[src/rtl/swsc_pkg.sv]
// Shared types, widths and helpers for the swsc frame sequencer.
package swsc_pkg;

    typedef enum logic [1:0] {
        IDLE,
        STREAM,
        DRAIN,
        DONE
    } state_t;

    localparam int unsigned IMG_W_W   = $clog2(640 + 1);
    localparam int unsigned IMG_H_W   = $clog2(480 + 1);
    localparam int unsigned RES_CNT_W = $clog2(640 * 480 + 1);

    // Number of valid-window outputs for a w x h frame and a k x k kernel.
    function automatic int unsigned exp_results(input int unsigned w,
                                                input int unsigned h,
                                                input int unsigned k);
        return (w - k + 1) * (h - k + 1);
    endfunction

endpackage

[src/rtl/swsc_frame_cnt.sv]
// Column/row position tracker for the pixel stream; flags the last pixel
// of each row and of the frame.
module swsc_frame_cnt
    import swsc_pkg::*;
#(
    parameter int unsigned W_W = IMG_W_W,
    parameter int unsigned H_W = IMG_H_W
) (
    input  logic           clk,
    input  logic           rst_n,
    input  logic           load,
    input  logic           clear,
    input  logic           advance,
    input  logic [W_W-1:0] w,
    input  logic [H_W-1:0] h,
    output logic           eor,
    output logic           eof
);

    logic [W_W-1:0] w_reg;
    logic [W_W-1:0] col;
    logic [H_W-1:0] h_reg;
    logic [H_W-1:0] row;

    always_ff @(posedge clk or negedge rst_n) begin
        if (!rst_n) begin
            w_reg <= '0;
            h_reg <= '0;
            col   <= '0;
            row   <= '0;
        end else if (load) begin
            w_reg <= w;
            h_reg <= h;
            col   <= '0;
            row   <= '0;
        end else if (clear) begin
            col <= '0;
            row <= '0;
        end else if (advance) begin
            if (eor) begin
                col <= '0;
                row <= row + H_W'(1);
            end else begin
                col <= col + W_W'(1);
            end
        end
    end

    assign eor = (col == w_reg - W_W'(1));
    assign eof = eor & (row == h_reg - H_W'(1));

endmodule

[src/rtl/swsc_frame_ctrl.sv]
// Frame sequencer in front of swsc: gates pixels into the pipeline, adds
// row/frame markers, and tracks result count to signal done/error.
module swsc_frame_ctrl
    import swsc_pkg::*;
#(
    parameter int unsigned DATA_W        = 8,
    parameter int unsigned KERNEL_H      = 7,
    parameter int unsigned MAX_IMG_W     = 640,
    parameter int unsigned MAX_IMG_H     = 480,
    parameter int unsigned DRAIN_TIMEOUT = 4096
) (
    input  logic                             i_clk,
    input  logic                             i_rst_n,
    input  logic                             i_start,
    input  logic                             i_abort,
    input  logic [$clog2(MAX_IMG_W+1)-1:0]   i_img_w,
    input  logic [$clog2(MAX_IMG_H+1)-1:0]   i_img_h,
    output logic                             o_busy,
    output logic                             o_done,
    output logic                             o_err,
    input  logic                             i_src_vld,
    input  logic [DATA_W-1:0]                i_src_data,
    output logic                             o_src_rdy,
    output logic                             o_pix_vld,
    output logic                             o_pix_eor,
    output logic                             o_pix_eof,
    output logic [DATA_W-1:0]                o_pix_data,
    input  logic                             i_pix_rdy,
    input  logic                             i_res_vld,
    input  logic                             i_res_rdy
);

    localparam int unsigned IW = $clog2(MAX_IMG_W + 1);
    localparam int unsigned IH = $clog2(MAX_IMG_H + 1);
    localparam int unsigned RW = $clog2(MAX_IMG_W * MAX_IMG_H + 1);
    localparam int unsigned TW = $clog2(DRAIN_TIMEOUT + 1);

    localparam logic [IW-1:0] K_W   = IW'(KERNEL_H);
    localparam logic [IH-1:0] K_H   = IH'(KERNEL_H);
    localparam logic [IW-1:0] MAX_W = IW'(MAX_IMG_W);
    localparam logic [IH-1:0] MAX_H = IH'(MAX_IMG_H);
    localparam logic [TW-1:0] TMO   = TW'(DRAIN_TIMEOUT);

    state_t      state;
    logic        busy;
    logic        done;
    logic        err;
    logic [RW-1:0] res_cnt;
    logic [RW-1:0] exp_cnt;
    logic [RW-1:0] res_next;
    logic [TW-1:0] idle_cnt;
    logic [TW-1:0] idle_next;
    int unsigned exp_val;

    logic in_stream;
    logic cfg_ok;
    logic start_ok;
    logic pix_hs;
    logic res_hs;
    logic eor_raw;
    logic eof_raw;

    assign in_stream  = (state == STREAM);
    assign o_pix_data = i_src_data;
    assign o_pix_vld  = i_src_vld & in_stream;
    assign o_src_rdy  = i_pix_rdy & in_stream;
    assign o_pix_eor  = o_pix_vld & eor_raw;
    assign o_pix_eof  = o_pix_vld & eof_raw;

    assign pix_hs    = o_pix_vld & i_pix_rdy;
    assign res_hs    = i_res_vld & i_res_rdy & (state == STREAM || state == DRAIN);
    assign res_next  = res_cnt + RW'(res_hs);
    assign idle_next = idle_cnt + TW'(1);

    assign cfg_ok   = (i_img_w >= K_W) && (i_img_h >= K_H) &&
                      (i_img_w <= MAX_W) && (i_img_h <= MAX_H);
    assign start_ok = i_start & ~i_abort & (state == IDLE);
    assign exp_val  = exp_results(32'(i_img_w), 32'(i_img_h), KERNEL_H);

    swsc_frame_cnt #(
        .W_W (IW),
        .H_W (IH)
    ) u_frame_cnt (
        .clk     (i_clk),
        .rst_n   (i_rst_n),
        .load    (start_ok & cfg_ok),
        .clear   (i_abort),
        .advance (pix_hs),
        .w       (i_img_w),
        .h       (i_img_h),
        .eor     (eor_raw),
        .eof     (eof_raw)
    );

    always_ff @(posedge i_clk or negedge i_rst_n) begin
        if (!i_rst_n) begin
            state    <= IDLE;
            busy     <= 1'b0;
            done     <= 1'b0;
            err      <= 1'b0;
            res_cnt  <= '0;
            exp_cnt  <= '0;
            idle_cnt <= '0;
        end else begin
            done <= 1'b0;
            err  <= 1'b0;
            if (i_abort) begin
                state    <= IDLE;
                busy     <= 1'b0;
                res_cnt  <= '0;
                idle_cnt <= '0;
            end else begin
                case (state)
                    IDLE: begin
                        if (i_start) begin
                            if (cfg_ok) begin
                                exp_cnt  <= RW'(exp_val);
                                res_cnt  <= '0;
                                idle_cnt <= '0;
                                state    <= STREAM;
                                busy     <= 1'b1;
                            end else begin
                                err <= 1'b1;
                            end
                        end
                    end
                    STREAM: begin
                        res_cnt <= res_next;
                        // The final result may coincide with the eof pixel, skipping DRAIN.
                        if (pix_hs && eof_raw) begin
                            if (res_next >= exp_cnt) begin
                                state <= DONE;
                                busy  <= 1'b0;
                                done  <= 1'b1;
                            end else begin
                                state    <= DRAIN;
                                idle_cnt <= '0;
                            end
                        end
                    end
                    DRAIN: begin
                        res_cnt <= res_next;
                        if (res_next >= exp_cnt) begin
                            state <= DONE;
                            busy  <= 1'b0;
                            done  <= 1'b1;
                        end else if (res_hs) begin
                            idle_cnt <= '0;
                        end else if (idle_next == TMO) begin
                            state <= IDLE;
                            busy  <= 1'b0;
                            err   <= 1'b1;
                        end else begin
                            idle_cnt <= idle_next;
                        end
                    end
                    DONE: begin
                        state <= IDLE;
                    end
                    default: begin
                        state <= IDLE;
                        busy  <= 1'b0;
                    end
                endcase
            end
        end
    end

    assign o_busy = busy;
    assign o_done = done;
    assign o_err  = err;

endmodule

[config.mk]
export PLATFORM = sky130hd
export DESIGN_NAME = swsc_frame_ctrl
export DESIGN_NICKNAME = d
export VERILOG_FILES = /design/src/rtl/swsc_pkg.sv /design/src/rtl/swsc_frame_cnt.sv /design/src/rtl/swsc_frame_ctrl.sv
export SDC_FILE = /design/constraint.sdc
export NUM_CORES = 1
export LEC_CHECK = 0
export BUFFER_PORTS_ARGS = -buffer_cell sky130_fd_sc_hd__buf_2
export CORE_AREA = 2 2 120 151
export CTS_CLUSTER_DIAMETER = 200
export DETAILED_ROUTE_END_ITERATION = 10
export DIE_AREA = 0 0 122 153
export GPL_TIMING_DRIVEN = 0
export HOLD_SLACK_MARGIN = 0.02
export PLACE_DENSITY = 0.85
export SLEW_MARGIN = 20
export SYNTH_ARGS = -nofsm -noshare
export SYNTH_HDL_FRONTEND = slang
export SYNTH_HIERARCHICAL = 1
export SYNTH_SLANG_ARGS = --single-unit
[constraint.sdc]
create_clock -name i_clk -period 5.6 [get_ports i_clk]
set_clock_uncertainty 0.2 [all_clocks]
set_input_delay 0.28 -clock i_clk [delete_from_list [all_inputs] [get_ports i_clk]]
set_output_delay 0.28 -clock i_clk [all_outputs]
set_load 0.005 [all_outputs]
Word-level counts from Yosys, hierarchy flattened

Index checks and enable logic that the tools add are counted.

$add $sub $neg: 10
Multipliers: 1
Magnitude comparators: 5
Eq/ne operators: 15
Muxes and demuxes: 50
Bitwise logic cells: 12
Reduce and logical (&&, ||, !) cells: 17

Operators by type and width:

| kind                    | number |
|---|---|
| $mux W13                | 8 |
| $mux W19                | 3 |
| $mux W10                | 4 |
| $pmux W13 S3            | 1 |
| $pmux W19 S2            | 1 |
| $mux W9                 | 4 |
| $add A19 B1 Y19         | 1 |
| $ge A19 B19 Y1          | 1 |
| $mul A12 B11 Y19        | 1 |
| $mux W1                 | 18 |
| $mux W2                 | 7 |
| $reduce_and A7 Y1       | 2 |
| $add A13 B1 Y13 const B | 1 |
| $eq A13 B13 Y1 const B  | 1 |
| $add A11 B2 Y12 const B | 1 |
| $ne A3 B3 Y1 const B    | 4 |
| $add A10 B2 Y11 const B | 1 |
| $and A1 B1 Y1           | 11 |
| $sub A10 B3 Y11 const B | 1 |
| $add A10 B1 Y10 const B | 1 |
| $eq A10 B10 Y1          | 1 |
| $ge A10 B3 Y1 const B   | 1 |
| $le A10 B10 Y1 const B  | 1 |
| $sub A10 B1 Y10 const B | 1 |
| 26 further kinds        | 34 |

Register bits: 94
Input bits: 35
Output and inout port bits: 15
Logic and storage cells: 121

Logic depth before layout (Yosys ltp)

Depth after elaboration: 9
Depth in mapped cells: 29
Gate-level depth less buffers: 27

Modules after synthesis

Netlist, hierarchy kept.

Modules (own cells, without submodules):

| module          | times used | cells an instance | area an instance (µm²) | sequential area each (µm²) |
|---|---|---|---|---|
| swsc_frame_ctrl | 1          | 1042              | 8675.8                 | 1401.3 |
| swsc_frame_cnt  | 1          | 231               | 2229.6                 | 950.9 |

Worst setup path after synthesis

Ideal clock, no wire load.

Path type: input to register
Start: input i_img_w[0]
End: register exp_cnt[18]
Library setup time: 0.092 ns
Arrival time: 6.464 ns
Required time: 5.308 ns
Path slack: -1.156 ns
Stages: 21
Path buffers: 0
Cells stage by stage: ha_1 a2111o_1 or4_4 a211oi_4 xor2_1 nor2_1 fa_1 inv_1 fa_1 fa_1 fa_1 fa_1 xnor2_1 xnor2_1 xnor3_1 a21o_2 a211o_1 a211oi_2 nor3_1 o21a_1 o31ai_2

Longest elaborated chain between the ends: 5
Elaborated cells on any way between the ends: 9
Classes of those cells: add/sub (2); mul (1); order compare (2); reduce/logical (4)

RTL lines:

| element                                                  | line                   | text |
|---|---|---|
| from (decl)                                              | swsc_frame_ctrl.sv:16  | `input logic [$clog2(MAX_IMG_W+1)-1:0] i_img_w,` |
| branches (longest 5 deep; another with $mul A12 B11 Y19) | n/a                    |  |
| to (signal assigned)                                     | swsc_frame_ctrl.sv:117 | `exp_cnt <= RW'(exp_val);` |
| to (decl)                                                | swsc_frame_ctrl.sv:49  | `logic [RW-1:0] exp_cnt;` |

Several ways; the timed one is not identified.
A chain may end at the register's enable or synchronous reset.

Worst setup path in the final report

Start: input i_img_w[3]
End: register exp_cnt[18]

The elaborated chain is that of the path after synthesis.

==> flow_summary.toml <==
[run_status]
status = "complete, but fails checks"
failed_checks = "setup timing"

[sta]
grt_setup_unrepaired = "yes"
setup_ws_ns = -1.18
fin_worst_hold_slack_ns = 0.0384
max_slew.worst_pin.slew_ns = 0.949
max-slew-margin-rel_pct = 35.8
setup_viol = 10
timing_max_transition_violations_final = 0
period_minus_slack_ns = 6.78
report.final.hold_viol_count = 0
max_freq_ghz = 0.147
final.setup.tns_ns = -6.01
post-route-period-util_pct = 121

[setup_path]
endpoint_kind = "flop"
cp_slowest_cell = "or4_1"
cp_slowest_stage_delay_ns = 0.53
cp.required_ns = 5.67
timing_worst_setup_path_type = "input port to flop"
worst-r2r-cell-count = 21
worstSetupStartpointType = "input port"
critPathArrivalTime_ns = 6.85
path_max_fanout = 10
crit_path_cell_trace = "buf_2 > buf_2 > or4_1 > or3_4 > nor2_1 > xnor2_2 > inv_1 > nand2_1 > fa_1 > inv_1 > fa_1 > inv_1 > fa_2 > fa_1 > fa_2 > xnor2_2 > xnor2_1 > xnor3_2 > a21o_2 > a211o_1 > a211oi_4 > nor3_4 > o21a_1 > o31ai_2"

[global_route]
grt_antenna_before_repair = 1
track_usage_pct = 32.8
grt_pass1_vias = 10100
grt_first_pass_wirelength_microns = 48600
grt_overflow_total = 0
grt_max_degree = 76

[placed_design]
place_congestion = 0.923
detailed_place_hpwl_microns = 21200
placed_cell_area_sq_mm = 0.0116
numPortBuffers = 41
cell_count_after_placement = 1539
dpl_worst_slack_ns = -2.13

[finish]
reg.largest.list = "exp_cnt (19), res_cnt (19), idle_cnt (13)"
final_layout_size_suffix_gt1_share_pct = 21.0
nets = 1617
final_cell_mix = "inv_1, nor2_1, nand2_1"
fin_area_sq_mm = 0.0133
fill_cells = 1034
post-route-util_pct = 77.1
layout.cells.most_common = "inv_1"
layoutNonFillerInstCount = 1628
synthToLayoutAreaGrowth_pct = 21.7

[clock_network]
clk_pin_slew_worst_setup_hold_paths_ns = 0.07
clock_sink_count = 94
clk_latency_ns = 0.36
cts_buffer_count = 9
root_buffer_cell = "clkbuf_16"
h-tree-depth = 3
max-clock-path-buffers = 2
cts_tree = "done"

[power]
leakage_nw = 6.07
worst_ir_drop_vdd_mv = 0.643
total_power_per_unit_cell_area_mw_per_mm2 = 463
fin_total_pwr_mw = 6.14

[synthesis]
yosysSeqAreaShare_pct = 21.6
synth_flop_type = "dfrtp_1"
syn-cell-area_sq_mm = 0.0109
ys_async_sr_fraction_pct = 100
syn_nets = 1492
syn_inst = 1273
netlist_top_cells_area = "dfrtp_1, fa_1, ha_1"
synth_edf_count = 0
synth_cell_types = 79
post-synth-top-area-fraction_pct = 21.6
synth.largest_area_cell = "dfrtp_1"
post_synth.cell_area_avg_sq_um = 8.57
yosys_register_bits = 94
synth_warnings = 6

[detailed_routing]
first_pass_iters = 8
detail_route_antenna_nets = 0
drc = 0
wl_per_cell_microns = 21.5
routed_wirelength_microns = 35000
drt_iter0_markers = 1288
detailroute.via_count = 10600
vias_per_cell = 6.52

[run]
cap_violations = 0

[die]
placementRows = 54
design.die.area_sq_mm = 0.0187
floorplan.die.width_microns = 122
io_pins = 50
die_y_microns = 153
starting_utilization_of_the_core_area_pct = 63.3
placeableCoreArea_sq_mm = 0.0172

[min_path]
timing.hold.worst_path_depth = 3
hold_class = "input port to flop"
==> power breakdown <==
| part | switching, mW | total (mW) | internal [mW] |
|---|---|---|---|
| clock | 0.297 | 0.696 | 0.398 |
| sequential | 0.149 | 0.975 | 0.826 |
| combinational | 2.51 | 4.47 | 1.96 |
==> routing by layer <==
layer	track usage, %	part of all wire, %
met1	40.1	34
met2	56.0	49
met3	4.25	9.1
met4	17.1	8.6
met5	0	0
==> Yosys cell counts (5+ instances only) <==
cell / instances
inv_1: 190
a21o_1: 9
nand2b_1: 12
xor2_1: 43
nand2_1: 126
buf_4: 9
and3_1: 12
and2_1: 14
o31ai_1: 6
nand4_1: 12
a21oi_1: 38
or2_2: 7
nor3b_1: 5
nor2_1: 126
a31oi_1: 24
or3_1: 10
clkbuf_1: 32
mux2_2: 16
o21ai_0: 66
ha_1: 83
o21a_1: 8
o211ai_1: 9
nand3_1: 44
xnor2_1: 55
fa_1: 101
dfrtp_1: 94
nor4_1: 7
nor3_1: 21
==> critical path, delay by kind of cell <==
| family | cells | cell delay (ns) |
|---|---|---|
| adder cells (fa/ha/maj) | 5 | 2.30 |
| AO/OA/AOI/OAI | 5 | 1.34 |
| XOR/XNOR | 4 | 0.89 |
| AND/OR/NAND/NOR | 5 | 1.43 |
| buffers and inverters | 5 | 0.59 |
==> path summary, 6_finish.rpt <==
| check | end | slack [ns] | start |
|---|---|---|---|
| worst max register to register | o_busy | 0.22 | state[1] |
| worst max-delay path | exp_cnt[18] | -1.18 | i_img_w[3] |
| worst min-delay path | o_err | 0.04 | i_start |
| worst min register to register | exp_cnt[8] | 0.30 | exp_cnt[8] |
| max in group asynchronous | idle_cnt[2] | 4.41 | i_rst_n |
| min in group asynchronous | res_cnt[16] | 0.14 | i_rst_n |
==> final cells by class <==
type	count	area [sq um]	share of cell area (%)
inverter	191	727	5.48
antenna	1	2.50	0.0188
tap	224	280	2.11
multi-input combinational	939	8380	63.1
buffer	45	268	2.02
clock buffer	9	225	1.70
sequential	94	2350	17.7
clock inverter	7	104	0.782
timing repair buffer	118	940	7.08
==> timing repair <==
item                                    in CTS  in global routing
endpoints found under the hold margin      100                  0
pin swaps                                   49                 48
endpoints found under the setup margin      29                 26
buffers inserted                            35                 37
resized for setup                           86                 86
hold buffers                                 7                  0
==> logic make-up (layout without fill, tap and decap cells) <==
| kind of cell | count (synthesis) | after routing | synth area share (%) |
|---|---|---|---|
| AOI/OAI and AO/OA | 212 | 212 | 12.7 |
| xor gates and xnor gates | 101 | 101 | 8.38 |
| muxes | 20 | 20 | 2.02 |
| adders and majority gates | 184 | 184 | 28.1 |
| DFF | 94 | 94 | 21.6 |
| and+or+nand+nor | 422 | 422 | 18.4 |
| other | 0 | 1 | 0 |
| buffers and inverters | 240 | 370 | 8.82 |
(Power assumes the default switching activity.)
